**config.mk**
```make
export PLATFORM = sky130hd
export DESIGN_NAME = cache_mesi_arbiter
export DESIGN_NICKNAME = d
export VERILOG_FILES = /design/src/rtl/cache_mesi_arbiter_pkg.sv /design/src/rtl/cache_mesi_arbiter_select.sv /design/src/rtl/cache_mesi_arbiter.sv
export SDC_FILE = /design/constraint.sdc
export NUM_CORES = 1
export LEC_CHECK = 0
export CAP_MARGIN = 5
export CORE_MARGIN = 4
export CORE_UTILIZATION = 30
export CTS_CLUSTER_SIZE = 8
export DETAILED_ROUTE_END_ITERATION = 7
export GPL_TIMING_DRIVEN = 0
export PLACE_DENSITY = 0.65
export SYNTH_ARGS = -nofsm -noshare
export SYNTH_HDL_FRONTEND = slang
export SYNTH_SLANG_ARGS = --single-unit
export TNS_END_PERCENT = 50
```
**constraint.sdc**
```tcl
create_clock -name clk -period 4.1 [get_ports clk]
set_clock_uncertainty 0.15 [all_clocks]
set_input_delay 0.615 -clock clk [delete_from_list [all_inputs] [get_ports clk]]
set_output_delay 0.615 -clock clk [all_outputs]
set_load 0.02 [all_outputs]
```
**src/rtl/cache_mesi_arbiter_pkg.sv**
```systemverilog
// cache_mesi_arbiter_pkg: shared types and helpers for the MESI coherence sequencer.
package cache_mesi_arbiter_pkg;

  localparam int CACHE_MESI_OP_WIDTH = 3;

  typedef enum logic [CACHE_MESI_OP_WIDTH-1:0] {
    CACHE_MESI_OPERATION_REJECT            = 3'd0,
    CACHE_MESI_OPERATION_SHARED            = 3'd1,
    CACHE_MESI_OPERATION_MODIFIED          = 3'd2,
    CACHE_MESI_OPERATION_UPGRADE           = 3'd3,
    CACHE_MESI_OPERATION_NORMAL_EVICT      = 3'd4,
    CACHE_MESI_OPERATION_NORMAL_EVICT_DATA = 3'd5,
    CACHE_MESI_OPERATION_FORCE_EVICT       = 3'd6
  } cache_mesi_operation_t;

  // Requests and responses both carry a plain MESI operation code.
  typedef cache_mesi_operation_t cache_mesi_request_t;
  typedef cache_mesi_operation_t cache_mesi_response_t;

  typedef enum logic [1:0] {
    CACHE_MESI_ARB_IDLE        = 2'd0,
    CACHE_MESI_ARB_SNOOP_ISSUE = 2'd1,
    CACHE_MESI_ARB_SNOOP_WAIT  = 2'd2,
    CACHE_MESI_ARB_RESPOND     = 2'd3
  } cache_mesi_arbiter_state_t;

  // Ownership ops must invalidate every other copy before they are granted.
  function automatic logic cache_is_mesi_ownership_op(cache_mesi_operation_t op);
    return (op == CACHE_MESI_OPERATION_MODIFIED) || (op == CACHE_MESI_OPERATION_UPGRADE);
  endfunction

endpackage

```
**src/rtl/cache_mesi_arbiter_select.sv**
```systemverilog
// cache_mesi_arbiter_select: combinational one-hot grant, searching upward from a
// start pointer and wrapping. A pointer of 0 gives lowest-index-first priority.
module cache_mesi_arbiter_select
  import cache_mesi_arbiter_pkg::*;
#(
  parameter int NUM_CLIENTS = 2
) (
  input  logic [NUM_CLIENTS-1:0]         req_i,
  input  logic [$clog2(NUM_CLIENTS)-1:0] ptr_i,
  output logic [NUM_CLIENTS-1:0]         grant_o,
  output logic [$clog2(NUM_CLIENTS)-1:0] idx_o,
  output logic                           valid_o
);
  localparam int CLIENT_WIDTH = $clog2(NUM_CLIENTS);

  int                      pos;
  logic [CLIENT_WIDTH-1:0] pos_w;

  // First requester at or after the pointer wins
  always_comb begin
    grant_o = '0;
    idx_o   = '0;
    valid_o = 1'b0;
    pos     = 0;
    pos_w   = '0;
    for (int i = 0; i < NUM_CLIENTS; i++) begin
      pos = int'(ptr_i) + i;
      if (pos >= NUM_CLIENTS) pos = pos - NUM_CLIENTS;
      pos_w = CLIENT_WIDTH'(pos);
      if (!valid_o && req_i[pos_w]) begin
        valid_o        = 1'b1;
        grant_o[pos_w] = 1'b1;
        idx_o          = pos_w;
      end
    end
  end

endmodule

```
**src/rtl/cache_mesi_arbiter.sv**
```systemverilog
// cache_mesi_arbiter: single-transaction MESI coherence sequencer for NUM_CLIENTS
// private caches. Ownership ops snoop every other client and collect acks before
// the response; all other ops respond one cycle after acceptance.
// Optional: define CACHE_MESI_ARBITER_ROUND_ROBIN_EN for round-robin arbitration;
// the default build uses fixed lowest-index priority with no pointer register.
module cache_mesi_arbiter
  import cache_mesi_arbiter_pkg::*;
#(
  parameter int NUM_CLIENTS = 2,
  parameter int ADDR_WIDTH  = 26
) (
  input  logic                                       clk,
  input  logic                                       rst_n,
  input  logic [NUM_CLIENTS-1:0]                     req_valid,
  output logic [NUM_CLIENTS-1:0]                     req_ready,
  input  logic [NUM_CLIENTS*CACHE_MESI_OP_WIDTH-1:0] req_op,
  input  logic [NUM_CLIENTS*ADDR_WIDTH-1:0]          req_addr,
  output logic [NUM_CLIENTS-1:0]                     resp_valid,
  input  logic [NUM_CLIENTS-1:0]                     resp_ready,
  output logic [CACHE_MESI_OP_WIDTH-1:0]             resp_op,
  output logic [NUM_CLIENTS-1:0]                     snoop_valid,
  input  logic [NUM_CLIENTS-1:0]                     snoop_ready,
  output logic [ADDR_WIDTH-1:0]                      snoop_addr,
  input  logic [NUM_CLIENTS-1:0]                     snoop_ack_valid,
  input  logic [NUM_CLIENTS-1:0]                     snoop_ack_dirty,
  output logic                                       busy,
  output logic                                       dirty_seen
);
  localparam int CLIENT_WIDTH = $clog2(NUM_CLIENTS);

  cache_mesi_arbiter_state_t state_q, state_d;
  logic [CLIENT_WIDTH-1:0]   winner_q, winner_d;
  logic [ADDR_WIDTH-1:0]     addr_q, addr_d;
  cache_mesi_operation_t     resp_op_q, resp_op_d;
  logic [NUM_CLIENTS-1:0]    snoop_pend_q, snoop_pend_d;
  logic [NUM_CLIENTS-1:0]    ack_got_q, ack_got_d;
  logic                      dirty_q, dirty_d;
  logic                      dirty_seen_q, dirty_seen_d;

  logic [NUM_CLIENTS-1:0]    sel_grant;
  logic [CLIENT_WIDTH-1:0]   sel_idx;
  logic                      sel_valid;
  logic [CLIENT_WIDTH-1:0]   ptr;
  cache_mesi_operation_t     sel_op;
  logic [ADDR_WIDTH-1:0]     sel_addr;
  logic [NUM_CLIENTS-1:0]    win_oh;
  logic [NUM_CLIENTS-1:0]    ack_new;

  cache_mesi_arbiter_select #(
    .NUM_CLIENTS (NUM_CLIENTS)
  ) u_select (
    .req_i   (req_valid),
    .ptr_i   (ptr),
    .grant_o (sel_grant),
    .idx_o   (sel_idx),
    .valid_o (sel_valid)
  );

`ifdef CACHE_MESI_ARBITER_ROUND_ROBIN_EN
  logic [CLIENT_WIDTH-1:0] ptr_q, ptr_d;

  // Move the search start just past each accepted winner
  always_comb begin
    ptr_d = ptr_q;
    if ((state_q == CACHE_MESI_ARB_IDLE) && sel_valid) begin
      ptr_d = (sel_idx == CLIENT_WIDTH'(NUM_CLIENTS - 1)) ? '0 : sel_idx + 1'b1;
    end
  end

  // Round-robin pointer register
  always_ff @(posedge clk or negedge rst_n) begin
    if (!rst_n) ptr_q <= '0;
    else        ptr_q <= ptr_d;
  end

  assign ptr = ptr_q;
`else
  assign ptr = '0;
`endif

  // Route the selected client's op and line address toward the latches
  always_comb begin
    sel_op   = CACHE_MESI_OPERATION_REJECT;
    sel_addr = '0;
    for (int i = 0; i < NUM_CLIENTS; i++) begin
      if (sel_idx == CLIENT_WIDTH'(i)) begin
        sel_op   = cache_mesi_operation_t'(req_op[i*CACHE_MESI_OP_WIDTH +: CACHE_MESI_OP_WIDTH]);
        sel_addr = req_addr[i*ADDR_WIDTH +: ADDR_WIDTH];
      end
    end
  end

  assign win_oh  = NUM_CLIENTS'(1) << winner_q;
  // Only the first ack from each non-winner counts; own-bit and repeat acks drop out.
  assign ack_new = snoop_ack_valid & ~win_oh & ~ack_got_q;

  // Next-state and handshake outputs for the transaction sequencer
  always_comb begin
    state_d      = state_q;
    winner_d     = winner_q;
    addr_d       = addr_q;
    resp_op_d    = resp_op_q;
    snoop_pend_d = snoop_pend_q;
    ack_got_d    = ack_got_q;
    dirty_d      = dirty_q;
    dirty_seen_d = dirty_seen_q;
    req_ready    = '0;
    resp_valid   = '0;

    // Acks are collected while snoops are still being issued as well as while waiting.
    if ((state_q == CACHE_MESI_ARB_SNOOP_ISSUE) || (state_q == CACHE_MESI_ARB_SNOOP_WAIT)) begin
      ack_got_d = ack_got_q | ack_new;
      dirty_d   = dirty_q | (|(ack_new & snoop_ack_dirty));
    end

    case (state_q)
      CACHE_MESI_ARB_IDLE: begin
        req_ready = rst_n ? sel_grant : '0;
        if (sel_valid) begin
          winner_d     = sel_idx;
          addr_d       = sel_addr;
          ack_got_d    = '0;
          dirty_d      = 1'b0;
          snoop_pend_d = '0;
          if (cache_is_mesi_ownership_op(sel_op)) begin
            resp_op_d    = sel_op;
            snoop_pend_d = ~sel_grant;
            state_d      = CACHE_MESI_ARB_SNOOP_ISSUE;
          end else begin
            if ((sel_op == CACHE_MESI_OPERATION_SHARED) ||
                (sel_op == CACHE_MESI_OPERATION_NORMAL_EVICT) ||
                (sel_op == CACHE_MESI_OPERATION_NORMAL_EVICT_DATA)) begin
              resp_op_d = sel_op;
            end else begin
              resp_op_d = CACHE_MESI_OPERATION_REJECT;
            end
            state_d = CACHE_MESI_ARB_RESPOND;
          end
        end
      end
      CACHE_MESI_ARB_SNOOP_ISSUE: begin
        snoop_pend_d = snoop_pend_q & ~snoop_ready;
        if (snoop_pend_d == '0) state_d = CACHE_MESI_ARB_SNOOP_WAIT;
      end
      CACHE_MESI_ARB_SNOOP_WAIT: begin
        if ((ack_got_d | win_oh) == '1) begin
          dirty_seen_d = dirty_d;
          state_d      = CACHE_MESI_ARB_RESPOND;
        end
      end
      CACHE_MESI_ARB_RESPOND: begin
        resp_valid = win_oh;
        if (|(resp_ready & win_oh)) state_d = CACHE_MESI_ARB_IDLE;
      end
      default: state_d = CACHE_MESI_ARB_IDLE;
    endcase
  end

  // Transaction state registers
  always_ff @(posedge clk or negedge rst_n) begin
    if (!rst_n) begin
      state_q      <= CACHE_MESI_ARB_IDLE;
      winner_q     <= '0;
      addr_q       <= '0;
      resp_op_q    <= CACHE_MESI_OPERATION_REJECT;
      snoop_pend_q <= '0;
      ack_got_q    <= '0;
      dirty_q      <= 1'b0;
      dirty_seen_q <= 1'b0;
    end else begin
      state_q      <= state_d;
      winner_q     <= winner_d;
      addr_q       <= addr_d;
      resp_op_q    <= resp_op_d;
      snoop_pend_q <= snoop_pend_d;
      ack_got_q    <= ack_got_d;
      dirty_q      <= dirty_d;
      dirty_seen_q <= dirty_seen_d;
    end
  end

  assign snoop_valid = snoop_pend_q;
  assign snoop_addr  = addr_q;
  assign resp_op     = resp_op_q;
  assign busy        = (state_q != CACHE_MESI_ARB_IDLE);
  assign dirty_seen  = dirty_seen_q;

endmodule
```
==> metrics.md <==
| Metric | Value |
|---|---|
| Antenna violations before repair | `0` |
| TritonRoute pass-1 iters | `4` |
| Pin count of the biggest net entering global routing | `24` |
| HP Class | `input port to asynchronous set/reset pin` |
| Design Power | `between 0.002 and 0.0025 W` |
| RSZ-0062 raised after global routing | `no` |
| Fraction of layout cells with a size suffix above 1 | `8.61%` |
| Synthesized net count | `297` |
| Arrival time at the worst endpoint | `around 2700 ps` |
| Register Area | `roughly 950 um^2` |
| PD cells | `between 600 and 700 nW/um^2` |
| Static Leak | `about 1.4 nW` |
| Cell row count | `29` |
| First-pass GRT wire length | `just under 10000 um` |
| Die height | `88.3 um` |
| Register area share after synthesis | `around half` |
| DRC errors left | `0` |
| Worst-Margin Slew | `a little over 500 ps` |
| Synthesized cell area | `slightly below 2000 um^2` |
| I/O pin cnt | `approximately 110` |
| Per-cell routed wire length | `between 10 and 15 um` |
| Clk sinks | `38` |
| Area growth, synth to finish | `67.8%` |
| CTS Buffer Depth | `2` |
| DP Area | `about 3100 um^2` |
| Critical Path Source Type | `input port` |
| Final slew viol count | `0` |
| ANT cells | `0` |
| Final hold vios | `0` |
| Initial Util | `30.7%` |
| Synth top area share | `approximately 49%` |
| Tcrit/Tclk final | `between 80% and 90%` |
| Fin cells | `just over 400` |
| Footprint of the multi-input gates | `885 um^2` |
| Worst endpoint required time | `3340 ps` |
| Post-CTS setup repair buffer count | `0` |
| Filler cells | `between 600 and 700` |
| Routed via count | `a little over 2000` |
| Pre-CTS setup slack | `between 600 and 700 ps` |
| Final ANT Viol Nets | `0` |
| VDD IR max | `around 320 uV` |
| Relative slew slack | `66.0%` |
| Clock-pin slew on the worst setup and hold paths | `about 80 ps` |
| Gr usage total | `around 15%` |
| CTS HTree Levels | `2` |
| WL final | `around 6000 um` |
| CP Class | `input port to output pin` |
| Die footprint | `7800 um^2` |
| DR vias/cell | `between 4 and 5` |
| Buffers on Ports | `between 100 and 150` |
| Post-route setup TNS | `0 ps` |
| Flops & latches, synth | `38` |
| Max Clock Freq | `~0.29 GHz` |
| Post-synth top area cell | `dfrtp_1` |
| Number of global-route vias before repair | `2058` |
| Num CTS Buffers | `5` |
| DRT iter0 DRCs | `54` |
| Clk_lat worst skew | `~280 ps` |
| Final setup fails | `0` |
| Setup ws final | `roughly 610 ps` |
| Dpl cells | `~400` |
| Hold buffers post-CTS | `0` |
| Yosys Warn Count | `0` |
| Grt total ovfl | `0` |
| Die W | `88.3 um` |
| Core ar. | `6310 um^2` |
| Post-synth cell types | `32` |
| Nets | `410` |
| Status | `complete, no violations` |
| HPWL after DPL | `4590 um` |
| Crit-path max FO | `10` |
| Worst Setup End Kind | `output pin` |
| Max-cap violation count | `0` |
| Final non-filler cell area | `~3200 um^2` |
| Tmin final | `between 3000 and 4000 ps` |
| CTS tree | `built` |
| RD Place Congestion | `0.802` |
| Most area-consuming cells after synthesis | `dfrtp_1, nand2_1, a31oi_1` |
| Mean area per synthesized cell | `approximately 8.7 um^2` |
| Mapped Cells | `around 220` |
| Resized Gates After CTS | `0` |
| Clock Root Buffer | `clkbuf_8` |
## cell type report
| class | instances | share of cell area [%] |
|---|---|---|
| well taps | 77 | 2.97 |
| plain buffers | 14 | 2.27 |
| multi-input cells | 164 | 27.2 |
| inverters | 7 | 0.809 |
| clock buffers | 6 | 2.54 |
| flip-flops and latches | 38 | 29.3 |
| clock inverters | 2 | 1.85 |
| repair buffers | 106 | 33.1 |
## synthesized netlist by cell type (all sizes together)
| cell | instances |
|---|---|
| nor2 | 32 |
| mux2i | 2 |
| o32a | 1 |
| o21ai | 9 |
| nor4bb | 1 |
| ha | 4 |
| nand2 | 57 |
| and3 | 3 |
| or3 | 1 |
| a31oi | 31 |
| a21o | 1 |
| dfrtp | 38 |
| mux2 | 1 |
| a221oi | 2 |
| inv | 7 |
| nor2b | 3 |
| and3b | 2 |
| nor3b | 2 |
| and2 | 2 |
| nand4bb | 1 |
| nand2b | 1 |
| a21oi | 3 |
| nand4b | 1 |
| o31ai | 1 |
| and2b | 1 |
| a32o | 1 |
| buf | 12 |
| clkbuf | 2 |
| a2111o | 1 |
## where the power goes
group | total (W) | switching, W | internal [W]
clock network | 0.000391 | 0.000131 | 0.000260
logic | 0.00120 | 0.000619 | 0.000582
registers | 0.000669 | 0.000106 | 0.000562
total | 0.00226 | 0.000856 | 0.00140
## worst max-delay path, stage by stage
cell and delay (ps):
clkdlybuf4s50_1 600, nor2b_1 180, buf_2 250, buf_2 290, and3_1 190, clkdlybuf4s50_1 600
## layer usage
metal	GRT usage [%]	wire length, um	up-vias
met1	19.5	2660	952
met5	0	0	-
met2	26.2	2860	73
li1	-	-	991
met3	4.47	458	2
met4	3.98	20	0
## per-stage QoR
step	util [%]	hold WS, ps
global placement	48.8	321
floorplan	-	169
CTS	51.4	123
global route	51.4	134
finish	51.4	124
detailed placement	49.2	327
## layout by cell type (no fill, tap or decap), types with 2 or more instances in the layout
| master | netlist | routed |
|---|---|---|
| and3_1 | 3 | 3 |
| nor2b_1 | 3 | 3 |
| a221oi_2 | 2 | 2 |
| mux2i_1 | 2 | 2 |
| nor3b_1 | 2 | 2 |
| a31oi_1 | 31 | 31 |
| buf_2 | 11 | 12 |
| clkdlybuf4s50_1 | 0 | 104 |
| and3b_1 | 2 | 2 |
| bufinv_16 | 0 | 2 |
| clkbuf_1 | 2 | 2 |
| o21ai_1 | 2 | 2 |
| o21ai_0 | 7 | 7 |
| and2_2 | 2 | 2 |
| a21oi_1 | 3 | 3 |
| nor2_1 | 31 | 31 |
| ha_1 | 4 | 4 |
| dfrtp_1 | 38 | 38 |
| clkbuf_8 | 0 | 6 |
| nand2_1 | 57 | 57 |
| inv_1 | 7 | 7 |
## sequential cells by signal (all words and copies together) (netlist names)
register / count
snoop_addr: 26
resp_op: 3
ack_got_q: 2
snoop_valid: 2
state_q: 2
dirty_q: 1
dirty_seen: 1
winner_q: 1
## cells by family after synthesis
logic type,synth area share (%)
flops,49.1
compound gates,17.1
fa+ha+maj,2.59
mux,1.62
simple gates,24.4
buf+inv,5.17
## path summary, 6_finish.rpt
| path | startpoint | to | slack (ps) | cells after the start |
|---|---|---|---|---|
| worst max-delay path | req_valid[1] | req_ready[1] | 610 | 6 |
| worst min-delay path | rst_n | snoop_addr[7] | 120 | 1 |
| worst max register to register | state_q[1] | state_q[1] | 2080 | 6 |
| worst min register to register | dirty_q | dirty_q | 340 | 2 |
| max in group asynchronous | rst_n | snoop_addr[3] | 3210 | 2 |
| min in group clk | dirty_q | dirty_q | 340 | 2 |
Power figures use the tool's default switching activity.
